## src/rtl/board_io_pkg.sv

```systemverilog
// Shared constants and types for the board-level input conditioner.
package board_io_pkg;

  localparam int CLK_HZ           = 65_000_000;
  localparam int DEBOUNCE_10MS    = CLK_HZ / 100;
  localparam int RST_HOLD_DEFAULT = 1024;

  typedef enum logic {
    HOLD = 1'b0,
    RUN  = 1'b1
  } rst_state_t;

endpackage

```

## src/rtl/io_debounce.sv

```systemverilog
// One button channel: multi-flop synchroniser, stability counter,
// debounced level and single-cycle rise/fall pulses.
module io_debounce #(
  parameter int SYNC_STAGES     = 2,
  parameter int DEBOUNCE_CYCLES = 4
) (
  input  logic clk,
  input  logic rst,
  input  logic btn_in,
  output logic level,
  output logic rise,
  output logic fall
);

  localparam int              CW = $clog2(DEBOUNCE_CYCLES + 1);
  localparam logic [CW-1:0]   TC = CW'(DEBOUNCE_CYCLES - 1);

  logic [SYNC_STAGES-1:0] sync_q;
  logic [CW-1:0]          cnt;
  logic                   s;

  assign s = sync_q[SYNC_STAGES-1];

  // Bring the raw pin into the clock domain.
  always_ff @(posedge clk or posedge rst) begin
    if (rst) sync_q <= '0;
    else     sync_q <= {sync_q[SYNC_STAGES-2:0], btn_in};
  end

  // Count consecutive cycles of disagreement; any agreement (bounce) restarts the count.
  always_ff @(posedge clk or posedge rst) begin
    if (rst) begin
      cnt   <= '0;
      level <= 1'b0;
      rise  <= 1'b0;
      fall  <= 1'b0;
    end else begin
      rise <= 1'b0;
      fall <= 1'b0;
      if (s == level) begin
        cnt <= '0;
      end else if (cnt == TC) begin
        level <= s;
        cnt   <= '0;
        rise  <= s;
        fall  <= ~s;
      end else begin
        cnt <= cnt + 1'b1;
      end
    end
  end

endmodule

```

## src/rtl/board_io_conditioner.sv

```systemverilog
// Pin-to-core conditioning: plain synchronisers, debounced buttons and a
// locked-gated system reset sequencer.
//
//   state | meaning
//   HOLD  | rst_sys asserted; counting consecutive synchronised-locked cycles
//   RUN   | rst_sys released; any loss of lock returns to HOLD
module board_io_conditioner
  import board_io_pkg::*;
#(
  parameter int                N_SYNC          = 3,
  parameter int                SYNC_STAGES     = 2,
  parameter logic [N_SYNC-1:0] SYNC_RST_VAL    = '1,
  parameter int                N_BTN           = 1,
  parameter int                DEBOUNCE_CYCLES = DEBOUNCE_10MS,
  parameter int                RST_HOLD_CYCLES = RST_HOLD_DEFAULT
) (
  input  logic              clk,
  input  logic              rst,
  input  logic              locked,
  input  logic [N_SYNC-1:0] async_in,
  output logic [N_SYNC-1:0] sync_out,
  input  logic [N_BTN-1:0]  btn_in,
  output logic [N_BTN-1:0]  btn_level,
  output logic [N_BTN-1:0]  btn_press,
  output logic [N_BTN-1:0]  btn_release,
  output logic              rst_sys,
  output logic              ready
);

  localparam int            HW      = $clog2(RST_HOLD_CYCLES + 1);
  localparam logic [HW-1:0] HOLD_TC = HW'(RST_HOLD_CYCLES - 1);

  logic [N_SYNC-1:0] sync_q [SYNC_STAGES];
  logic [1:0]        lk_q;
  logic              lk;
  rst_state_t        state, next_state;
  logic [HW-1:0]     hold_cnt, next_cnt;

  // Plain synchroniser chains; idle-high reset suits PS/2 and UART lines.
  always_ff @(posedge clk or posedge rst) begin
    if (rst) begin
      for (int i = 0; i < SYNC_STAGES; i++) sync_q[i] <= SYNC_RST_VAL;
    end else begin
      sync_q[0] <= async_in;
      for (int i = 1; i < SYNC_STAGES; i++) sync_q[i] <= sync_q[i-1];
    end
  end

  assign sync_out = sync_q[SYNC_STAGES-1];

  for (genvar g = 0; g < N_BTN; g++) begin : g_btn
    io_debounce #(
      .SYNC_STAGES    (SYNC_STAGES),
      .DEBOUNCE_CYCLES(DEBOUNCE_CYCLES)
    ) u_deb (
      .clk   (clk),
      .rst   (rst),
      .btn_in(btn_in[g]),
      .level (btn_level[g]),
      .rise  (btn_press[g]),
      .fall  (btn_release[g])
    );
  end

  // The clock wizard's locked flag is asynchronous to clk.
  always_ff @(posedge clk or posedge rst) begin
    if (rst) lk_q <= '0;
    else     lk_q <= {lk_q[0], locked};
  end

  assign lk = lk_q[1];

  // Sequencer state and hold counter.
  always_ff @(posedge clk or posedge rst) begin
    if (rst) begin
      state    <= HOLD;
      hold_cnt <= '0;
    end else begin
      state    <= next_state;
      hold_cnt <= next_cnt;
    end
  end

  // Release only after an unbroken run of locked cycles; drop back on any loss.
  always_comb begin
    next_state = state;
    next_cnt   = hold_cnt;
    case (state)
      HOLD: begin
        if (!lk) begin
          next_cnt = '0;
        end else if (hold_cnt == HOLD_TC) begin
          next_state = RUN;
          next_cnt   = '0;
        end else begin
          next_cnt = hold_cnt + 1'b1;
        end
      end
      RUN: begin
        if (!lk) begin
          next_state = HOLD;
          next_cnt   = '0;
        end
      end
    endcase
  end

  // rst_sys comes straight off the state flop so it cannot glitch.
  assign rst_sys = (state == HOLD);

  // ready trails rst_sys by one edge.
  always_ff @(posedge clk or posedge rst) begin
    if (rst) ready <= 1'b0;
    else     ready <= ~rst_sys;
  end

endmodule

```

## config.mk

```make
export PLATFORM = sky130hd
export DESIGN_NAME = board_io_conditioner
export DESIGN_NICKNAME = d
export VERILOG_FILES = /design/src/rtl/board_io_pkg.sv /design/src/rtl/io_debounce.sv /design/src/rtl/board_io_conditioner.sv
export SDC_FILE = /design/constraint.sdc
export NUM_CORES = 1
export LEC_CHECK = 0
export CAP_MARGIN = 40
export CORE_UTILIZATION = 61
export DETAILED_ROUTE_END_ITERATION = 10
export GPL_TIMING_DRIVEN = 0
export PLACE_DENSITY_LB_ADDON = 0.2
export SLEW_MARGIN = 30
export SYNTH_ARGS = -nofsm -noshare
export SYNTH_HDL_FRONTEND = slang
export SYNTH_HIERARCHICAL = 1
export SYNTH_SLANG_ARGS = --single-unit
```

## constraint.sdc

```tcl
create_clock -name clk -period 5.1 [get_ports clk]
set_input_delay 1.02 -clock clk [delete_from_list [all_inputs] [get_ports clk]]
set_output_delay 1.02 -clock clk [all_outputs]
set_load 0.005 [all_outputs]
```

# [Yosys cells after proc, flatten, opt, wreduce, memory -nomap -nowiden]
# Index checks and enable logic that the tools add are counted.
[word_totals] register_bits=46 output_inout_bits=8
[op_classes] n_addsub=2 eq_ne=4 n_mux=14 bitwise=3 n_reduce_logical=1
[op_table] op="2-to-1 mux 20 bit" count=2
[op_table] op="2-to-1 mux 11 bit" count=3
[op_table] op="one-hot mux 11 bit (2 select lines)" count=1
[op_table] op="adder 20 x 1 -> 20 bit, second input constant" count=1
[op_table] op="equality test 20 bit, second input constant" count=1
[op_table] op="adder 11 x 1 -> 11 bit, second input constant" count=1
[op_table] op="equality test 11 x 10 -> 1 bit, second input constant" count=1
[op_table] op="2-to-1 mux 1 bit" count=7
[op_table] op="inverter 1 bit" count=3
[op_table] op="!= test 2 bit, second input constant" count=1
[op_table] op="one-hot mux 1 bit (2 select lines)" count=1
[op_table] op="AND reduction 2 bit" count=1
[op_table] op="equality test 1 bit" count=1

# [Longest topological paths before layout]
# Gate-level depths: netlist of the first run.
[logic_depth] word_depth=4 mapped_depth=6 depth_no_buf=5

# [By module]
# The synthesis of the first run kept the hierarchy.
[by_module_without_submodules] mod="io_debounce" instances=1 cells_each=114 area_each_um2=1164.9
[by_module_without_submodules] mod="board_io_conditioner" instances=1 cells_each=79 area_each_um2=912.1

# [Least setup slack after synthesis of the first run]
# No wires, ideal clock.
[synth_timing] kind="register to register" startpoint="register g_btn[0].u_deb.cnt[5]" endpoint="register g_btn[0].u_deb.cnt[17]" arrival_time_ps=1730 slack_ps=3292 path_stages_with_launch=6 n_path_buf=1 period_less_slack_ps=1808 cell_sequence="dfrtp_1 nand3_4 or4_1 buf_2 or4_1 a21oi_1"
[synth_between] elab_chain_cells=3 elab_cells_between_ends=4
[synth_rtl] item="from (decl)" line_no="io_debounce.sv:19" rtl="logic [CW-1:0] cnt;"
[synth_rtl] item="from (signal assigned)" line_no="io_debounce.sv:48" rtl="cnt <= cnt + 1'b1;"
[synth_rtl] item="adder 20 x 1 -> 20 bit / equality test 20 bit (equally long branches)" line_no="io_debounce.sv:48, io_debounce.sv:42"
[synth_rtl] item="2-to-1 mux 20 bit (*)" line_no="io_debounce.sv:42" rtl="end else if (cnt == TC) begin"
[synth_rtl] item="2-to-1 mux 20 bit (*)" line_no="io_debounce.sv:40" rtl="if (s == level) begin"
# Every way passes the cells marked *; elsewhere a longest branch is shown, timed or not.
# A chain may end at the register's enable or synchronous reset.

# [Worst setup path after layout of the first run]
[layout_timing] startpoint="register state" endpoint="output rst_sys"
[layout_between] elab_chain_cells=1
[layout_rtl] item="from (decl)" line_no="board_io_conditioner.sv:36" rtl="rst_state_t state, next_state;"
[layout_rtl] item="from (signal assigned)" line_no="board_io_conditioner.sv:79" rtl="state <= next_state;"
[layout_rtl] item="inverter 1 bit"
[layout_rtl] item="to (decl)" line_no="board_io_conditioner.sv:26" rtl="output logic rst_sys,"
# No other way between the ends.

==> results of run 1 <==
## state kept, by name (all words and copies together) (netlist names)
register	count
g_btn.u_deb/cnt	20
hold_cnt	11
sync_out	3
sync_q	3
g_btn.u_deb/sync_q	2
lk_q	2
g_btn.u_deb/fall	1
g_btn.u_deb/level	1
g_btn.u_deb/rise	1
ready	1
state	1
## layout by cell type (no fill, tap or decap), drive strengths merged, types with 3 or more instances in the layout
cell and count:
dfrtp 40, nor2 21, clkdlybuf4s50 14, xnor2 13
nand2 10, nand3 10, a21oi 9, nor3 8
o21ai 8, nand4 7, nor4 7, inv 7
clkbuf 7, buf 7, dfstp 6, or3 5
xor2 4, or4 3, and4 3
## critical path, cell delays in order, from the launching register on
cell	delay, ns
dfrtp_1	0.41
buf_2	0.18
inv_1	0.09
clkdlybuf4s50_1	0.50
## stage by stage
step	cell area, um2	worst slack [ns]	hold slack (ns)
after floorplan	2077	3.292	0.3312
after global placement	2272	2.953	0.3321
after detailed placement	2287	2.952	0.3418
after CTS	2365	2.523	0.3660
after global routing	2380	2.424	0.3704
final	2380	2.530	0.3657
## layer usage
metal	track usage (%)	vias up	wire [um]
met5	0	-	0
met4	12.62	0	111
met3	7.036	15	173
met2	44.11	52	2129
met1	28.88	752	1667
li1	-	733	-
## layout make-up
class / instances / area share, %
Tap cell: 44 / 2.313
Multi-Input combinational cell: 133 / 35.80
Inverter: 7 / 1.104
Clock inverter: 3 / 1.682
Clock buffer: 5 / 1.577
Sequential cell: 46 / 48.69
Buffer: 7 / 1.682
Timing Repair Buffer: 16 / 7.150
## power groups by stage
stage	Clock, W	Sequential, W	Combinational, W
4_1_cts	0.000223	0.000382	0.0000325
6_report	0.000219	0.000382	0.0000330
2_1_floorplan	0	0.000387	0.0000192
3_5_place_dp	0	0.000389	0.0000324
5_1_grt	0.000239	0.000383	0.0000381
3_3_place_gp	0	0.000388	0.0000295
## final timing paths
kind                                        startpoint                     to  slack, ns  cells after the start
worst max register to register  g_btn[0].u_deb/cnt[15]  g_btn[0].u_deb/cnt[8]       2.91                      6
min in group asynchronous                          rst            hold_cnt[1]       0.93                      2
max in group asynchronous                          rst            sync_out[0]       3.68                      3
worst max-delay path                             state                rst_sys       2.53                      3
worst min-delay path                         sync_q[5]            sync_out[2]       0.37                      0
worst min register to register               sync_q[5]            sync_out[2]       0.37                      0
## logic make-up after synthesis
family,Yosys count,share of synthesized area (%)
compound gates,24,6.868
xor+xnor,17,7.169
fa+ha+maj,2,1.205
buf+inv,14,3.193
flops,46,55.78
mux,3,1.506
simple gates,87,24.28
==> flow_summary_export.csv, run 1 <==
group,metric,value,unit
clock_network,hold_buffers,0,
power_and_ir_drop,p_leak,1.004,nW
yosys,yosys_warnings,6,
final_layout,seq_area,1159,um2
final_layout,fill_cells,225,
detailed_routing,drt-pass1-iter-count,4,
timing,hold_viol,0,
yosys,synth_top_area_cell,"dfrtp_1",
setup_path,path_class,"reg -> out",
detailed_routing,drc,0,
timing,max_slew_margin,67.31,%
clock_network,root_buffer,"clkbuf_4",
yosys,syn_nets,202,
detailed_routing,route.vias.total,1552,
clock_network,cts_tree,"yes",
power_and_ir_drop,totalPowerFinal,0.0006339,W
place,placed_cells,252,
clock_network,cts_resized,0,
yosys,synthArstFlopShare,100.0,%
timing,tightest_slew,0.4835,ns
setup_path,end_kind,"primary output",
detailed_routing,via_per_inst,5.946,
yosys,synth.distinct_cells,44,
grt,grt_pass1_wl,6568,um
timing,clock.fmax,389.1,MHz
setup_path,worstPathArrival,1.55,ns
yosys,synth_area,2077,um2
die,die_w,60.35,um
place,gp_congestion,0.9332,
power_and_ir_drop,p_sw,0.0001424,W
power_and_ir_drop,internal_power,0.0004916,W
timing,setup_tns,0,ns
die,die_h,60.35,um
timing,period_minus_slack,2.570,ns
final_layout,drive_above_1_share,12.44,%
power_and_ir_drop,ir_drop,0.0003292,V
timing,period_share,50.39,%
final_layout,stdcell_count,261,
setup_path,worstPathMaxFanout,10,
yosys,synth_edf_count,0,
final_layout,multiInputGateArea,852.1,um2
power_and_ir_drop,p_comb_share,5.2,%
clock_network,clkSinkCount,46,
place,hpwl,2872,um
grt,gr-total-overflow,0,
die,pin_count,15,
power_and_ir_drop,power_density,266.4,nW/um2
timing,setup_viol,0,
power_and_ir_drop,power_frac_clock,34.5,%
yosys,synth_area_leaders,"dfrtp_1 48%, dfstp_2 7.6%, xnor2_1 5.5%",
setup_path,cp-start-kind,"flip-flop",
clock_network,clock_latency,0.37,ns
yosys,synth_top_area_share,48.19,%
final_layout,area_growth,14.58,%
grt,antenna_found_initial,0,
final_layout,utilization,75.48,%
yosys,ys.flop_type,"dfrtp_1",
die,die_area,3642,um2
clock_network,cts_setup_buffers,0,
clock_network,cts.clk_slew.worst_paths,0.13,ns
detailed_routing,routed_wl,4082,um
outcome,outcome,"complete, no violations",
power_and_ir_drop,switching_share,22.46,%
detailed_routing,antenna_left,0,
final_layout,nets,225,
grt,grt_pass1_vias,1459,
yosys,ys_top_cells_by_count,"40 x dfrtp_1, 21 x nor2_1, 13 x xnor2_1",
clock_network,h-tree-depth,2,
yosys,yosysMostFrequentCell,"dfrtp_1",
power_and_ir_drop,seqPwrFrac,60.3,%
clock_network,clk_path_buf_depth,2,
place,portBuffers,14,
die,core,3153,um2
yosys,ys_ff_latch,46,
grt,grt_max_degree,22,
yosys,seq_area_frac_synth,55.78,%
final_layout,num_antenna_cells,0,
die,initial_core_util,65.87,%
grt,gr-usage-all-layers,25.45,%
detailed_routing,drtIter0Drc,140,
flow_run,maxCapViolations,0,
clock_network,numCtsBuffers,5,
yosys,syn_inst,193,
yosys,syn_area_per_cell,10.76,um2
worst_hold_path,min_path_type,"reg -> reg",
setup_path,required,4.08,ns
detailed_routing,wire_per_inst,15.64,um
timing,finalMaxSlewViolations,0,
die,rows,20,
timing,fin_skew,0.008478,ns
timing,rsz0062_at_grt,"false",
(Power assumes the default switching activity.)
==> run 2, diff against run 1 <==
--- a/config.mk
+++ b/config.mk
@@ -6,7 +6,7 @@
 export NUM_CORES = 1
 export LEC_CHECK = 0
 export CAP_MARGIN = 40
-export CORE_UTILIZATION = 61
+export CORE_UTILIZATION = 57
 export DETAILED_ROUTE_END_ITERATION = 10
 export GPL_TIMING_DRIVEN = 0
 export PLACE_DENSITY_LB_ADDON = 0.2
==> constraint.sdc (replaced) <==
create_clock -name clk -period 2.6 [get_ports clk]
set_input_delay 0.52 -clock clk [delete_from_list [all_inputs] [get_ports clk]]
set_output_delay 0.52 -clock clk [all_outputs]
set_load 0.005 [all_outputs]
==> run 2 against run 1 <==
Effect of this change:
- critical path depth rose by 3
- die area increased by 6.8%
- first-iteration DRC count down 22%
- routed wire length shrank 8.5%
- clock skew is 0.0083 ns higher
- clock power is 46% higher
- sequential share of layout area is 0.49 points higher
==> flow_summary_export.csv, run 2 (same netlist as run 1, synthesis figures left out) <==
group,metric,value,unit
worst_hold_path,min_path_type,"reg -> reg",
timing,rsz0062_at_grt,"false",
setup_path,path_class,"reg -> reg",
timing,hold_viol,0,
place,gp_congestion,0.8805,
timing,tightest_slew,0.4311,ns
timing,finalMaxSlewViolations,0,
timing,max_slew_margin,70.85,%
clock_network,cts_tree,"yes",
timing,clock.fmax,476.4,MHz
clock_network,clkSinkCount,46,
clock_network,clk_path_buf_depth,2,
flow_run,maxCapViolations,0,
grt,gr-usage-all-layers,22.98,%
detailed_routing,via_per_inst,5.848,
detailed_routing,drtIter0Drc,109,
place,portBuffers,14,
clock_network,cts_setup_buffers,0,
worst_hold_path,min_from,"sync_q[5]",
grt,grt_max_degree,22,
timing,fin_skew,0.01681,ns
detailed_routing,antenna_left,0,
clock_network,root_buffer,"clkbuf_4",
timing,period_minus_slack,2.099,ns
detailed_routing,wire_per_inst,14.20,um
setup_path,cp_top_family,"buffers and inverters",
setup_path,worstPathArrival,2.34,ns
power_and_ir_drop,p_leak,0.9910,nW
final_layout,nets,225,
setup_path,end_kind,"flip-flop",
clock_network,hold_buffers,0,
die,pin_count,15,
timing,setup_tns,0,ns
place,placed_cells,254,
detailed_routing,drt-pass1-iter-count,4,
clock_network,numCtsBuffers,5,
die,core,3416,um2
die,die_area,3889,um2
outcome,outcome,"complete, no violations",
clock_network,h-tree-depth,2,
power_and_ir_drop,power_density,481.0,nW/um2
setup_path,required,2.84,ns
grt,grt_pass1_wl,6893,um
die,die_w,62.37,um
grt,grt_pass1_vias,1561,
die,initial_core_util,60.81,%
power_and_ir_drop,ir_drop,0.0003340,V
final_layout,layout_commonest_cell,"dfrtp_1",
final_layout,final_cell_mix,"40 x dfrtp_1, 21 x nor2_1, 14 x clkdlybuf4s50_1, 13 x xnor2_1, 10 x nand2_1",
timing,period_share,80.73,%
final_layout,num_antenna_cells,0,
setup_path,worstPathMaxFanout,10,
detailed_routing,route.vias.total,1538,
final_layout,largest_reg_flops,20,
final_layout,area_growth,13.43,%
clock_network,clock_latency,0.37,ns
final_layout,largest_registers,"g_btn.u_deb/cnt (20), hold_cnt (11)",
final_layout,fill_cells,262,
power_and_ir_drop,totalPowerFinal,0.001133,W
setup_path,path_cells,"nand4_1 -> nor4_1 -> a41o_1 -> clkbuf_1 -> clkbuf_1 -> nor2_1",
detailed_routing,drc,0,
setup_path,path_common_cell,"clkbuf_1",
setup_path,startpoint,"g_btn[0].u_deb/cnt[15]",
final_layout,top_register,"g_btn.u_deb/cnt",
setup_path,cpPeakStageDelay,0.44,ns
setup_path,r2r_start,"g_btn[0].u_deb/cnt[15]",
final_layout,stdcell_count,263,
grt,antenna_found_initial,0,
die,die_h,62.37,um
setup_path,crit_path_top_delay_cell,"dfrtp_1",
final_layout,drive_above_1_share,11.98,%
grt,gr-total-overflow,0,
clock_network,cts.clk_slew.worst_paths,0.12,ns
setup_path,crit_buf_inv,2,
clock_network,cts_resized,0,
final_layout,utilization,68.97,%
timing,setup_viol,0,
detailed_routing,routed_wl,3735,um
place,hpwl,2720,um
setup_path,cp-start-kind,"flip-flop",
die,rows,21,
-- run 2: cell types whose count changed in the layout (fill, tap and decap cells not counted) --
cell	delta
bufinv_16	-1
clkbuf_1	+1
-- run 2: per-layer routing --
metal | vias to the layer above | global-route usage (%) | part of all wire [%]
li1 | 736 | - | -
met1 | 759 | 26.59 | 41
met2 | 31 | 38.87 | 54
met3 | 12 | 4.779 | 3.0
met4 | 0 | 14.53 | 2.3
met5 | - | 0 | 0
-- run 2: where the power goes --
part            total, W  internal, W  switching [W]  leakage, nW
Combinational  0.0000650    0.0000307      0.0000343        0.351
Sequential      0.000749     0.000734      0.0000151        0.608
Clock           0.000319     0.000103       0.000216       0.0320
-- run 2: final timing paths --
check	depth (start not counted)	slack, ns	end
max in group asynchronous	3	1.66	g_btn[0].u_deb/sync_q[0]
max reg2reg	6	0.50	g_btn[0].u_deb/cnt[16]
max	6	0.50	g_btn[0].u_deb/cnt[16]
min reg2reg	0	0.36	sync_out[2]
min	0	0.36	sync_out[2]
min in group asynchronous	2	0.42	lk_q[0]
-- run 2: layout make-up --
type                    instances  area (um2)  share of cell area, %
flip-flops and latches         46        1159                  49.18
multi-input cells             133       852.1                  36.17
repair buffers                 16       170.2                  7.223
well taps                      46       57.56                  2.443
clock buffers                   6       41.29                  1.753
plain buffers                   7       40.04                  1.699
inverters                       7       26.28                  1.115
clock inverters                 2       10.01                 0.4249
-- run 2: per-stage QoR --
step | setup slack, ns | area [um2] | hold WS, ns
detailed placement | 0.5432 | 2290 | 0.3396
finish | 0.5010 | 2356 | 0.3638
global placement | 0.5502 | 2275 | 0.3347
CTS | 0.4929 | 2341 | 0.3651
floorplan | 0.7918 | 2077 | 0.3312
global route | 0.2764 | 2356 | 0.3687
==> run 3, diff against run 2 <==
==> constraint.sdc (replaced) <==
create_clock -name clk -period 1.95 [get_ports clk]
set_input_delay 0.39 -clock clk [delete_from_list [all_inputs] [get_ports clk]]
set_output_delay 0.39 -clock clk [all_outputs]
set_load 0.005 [all_outputs]
==> run 3 against run 2 <==
Effect of this change:
- final cell count up 2.7%
- critical path type unchanged
- non-clock buffer count up 7
- design area up 2.9%
- register-to-register slack worse by 0.49 ns
- total power up 34%
==> flow_summary_export.csv, run 3 (same netlist as run 1, synthesis figures left out) <==
group,metric,value,unit
power_and_ir_drop,totalPowerFinal,0.001517,W
final_layout,largest_registers,"g_btn.u_deb/cnt (20), hold_cnt (11)",
timing,finalMaxSlewViolations,0,
grt,gr-total-overflow,0,
grt,gr-usage-all-layers,23.34,%
detailed_routing,drc,0,
setup_path,worstPathArrival,2.23,ns
final_layout,stdcell_count,270,
timing,clock.fmax,515.6,MHz
clock_network,hold_buffers,0,
worst_hold_path,min_path_type,"in -> async",
power_and_ir_drop,power_density,625.7,nW/um2
grt,grt_max_degree,22,
final_layout,top_register,"g_btn.u_deb/cnt",
timing,setup_ws,0.01049,ns
detailed_routing,via_per_inst,5.793,
timing,period_share,99.46,%
setup_path,required,2.24,ns
final_layout,utilization,70.99,%
final_layout,num_antenna_cells,0,
detailed_routing,antenna_left,0,
timing,period_minus_slack,1.940,ns
grt,grt_pass1_wl,6975,um
place,gp_congestion,0.8805,
die,pin_count,15,
setup_path,crit_path_top_delay_cell,"or4_1",
setup_path,startpoint,"g_btn[0].u_deb/cnt[7]",
die,initial_core_util,60.81,%
place,dpl_worst_slack,-0.1068,ns
final_layout,fill_cells,247,
detailed_routing,wire_per_inst,14.72,um
timing,rsz0062_at_grt,"true",
outcome,outcome,"complete, no violations",
clock_network,numCtsBuffers,5,
die,die_w,62.37,um
setup_path,worstPathMaxFanout,9,
final_layout,largest_reg_flops,20,
die,rows,21,
clock_network,clk_path_buf_depth,2,
setup_path,path_common_cell,"or4_1",
place,placed_cells,254,
detailed_routing,route.vias.total,1564,
detailed_routing,routed_wl,3975,um
clock_network,h-tree-depth,2,
grt,grt_pass1_vias,1577,
grt,antenna_found_initial,0,
detailed_routing,drt-pass1-iter-count,5,
final_layout,seq_area,1162,um2
setup_path,cp-start-kind,"flip-flop",
clock_network,clkSinkCount,46,
setup_path,path_cells,"nand3_4 -> or4_1 -> buf_2 -> or4_1 -> a21oi_2",
setup_path,path_class,"reg -> reg",
clock_network,root_buffer,"clkbuf_4",
place,hpwl,2720,um
setup_path,end_kind,"flip-flop",
final_layout,layout_commonest_cell,"dfrtp_1",
place,portBuffers,14,
timing,hold_viol,0,
timing,setup_viol,0,
die,die_area,3889,um2
final_layout,multiInputGateArea,857.1,um2
timing,fin_skew,0.01660,ns
flow_run,maxCapViolations,0,
detailed_routing,drtIter0Drc,162,
final_layout,final_cell_mix,"37 x dfrtp_1, 21 x nor2_1, 14 x clkdlybuf4s50_1, 13 x xnor2_1, 12 x buf_4",
power_and_ir_drop,p_leak,1.030,nW
final_layout,drive_above_1_share,17.86,%
setup_path,r2r_start,"g_btn[0].u_deb/cnt[7]",
clock_network,clock_latency,0.37,ns
die,die_h,62.37,um
timing,tightest_slew,0.4364,ns
final_layout,area_growth,16.75,%
timing,max_slew_margin,70.64,%
die,core,3416,um2
power_and_ir_drop,ir_drop,0.0004470,V
setup_path,cpPeakStageDelay,0.52,ns
clock_network,cts.clk_slew.worst_paths,0.12,ns
setup_path,cp_top_family,"simple AND/OR/NAND/NOR gates",
clock_network,cts_tree,"yes",
setup_path,crit_buf_inv,1,
final_layout,nets,232,
run 3: metrics by stage:
step	hold WS [ns]	area, um2	setup TNS, ns
2_1_floorplan	0.3312	2077	0
3_3_place_gp	0.3347	2275	-0.9318
3_5_place_dp	0.3396	2290	-0.9820
4_1_cts	0.3541	2351	0
5_1_grt	0.3112	2425	-0.05736
6_report	0.2858	2425	0
run 3: layout make-up:
cell class	instances	share of cell area, %
plain buffers	5	1.342
clock buffers	6	1.703
clock inverters	2	0.4128
inverters	7	1.084
multi-input cells	133	35.35
flip-flops and latches	46	47.94
well taps	46	2.374
repair buffers	25	9.804
run 3: path summary, 6_finish.rpt:
path                                             to  slack, ns  depth (start not counted)
max                          g_btn[0].u_deb/cnt[17]       0.01                          5
min                                         lk_q[0]       0.29                          2
max reg2reg                  g_btn[0].u_deb/cnt[17]       0.01                          5
min reg2reg                                 lk_q[1]       0.36                          0
max in group asynchronous  g_btn[0].u_deb/sync_q[0]       1.14                          3
min in group clk                            lk_q[1]       0.36                          0
run 3: metal layers:
metal	vias to the layer above	GRT usage (%)	share of wire, %
met3	12	5.331	3.0
met4	0	15.12	2.6
li1	746	-	-
met1	771	26.34	40
met2	35	39.70	54
met5	-	0	0
run 3: repair_timing:
| action | CTS | global route |
|---|---|---|
| gates resized for setup | 3 | 3 |
| setup buffers | 2 | 7 |
| pin swaps | 0 | 0 |
| endpoints found under the setup margin | 12 | 14 |
run 3: report_power, final:
part / leakage, nW / switching (W) / internal [W] / total, W
combinational: 0.395 / 0.0000462 / 0.0000412 / 0.0000875
clock: 0.0320 / 0.000293 / 0.000138 / 0.000431
sequential: 0.603 / 0.0000201 / 0.000979 / 0.000999
total: 1.03 / 0.000359 / 0.00116 / 0.00152
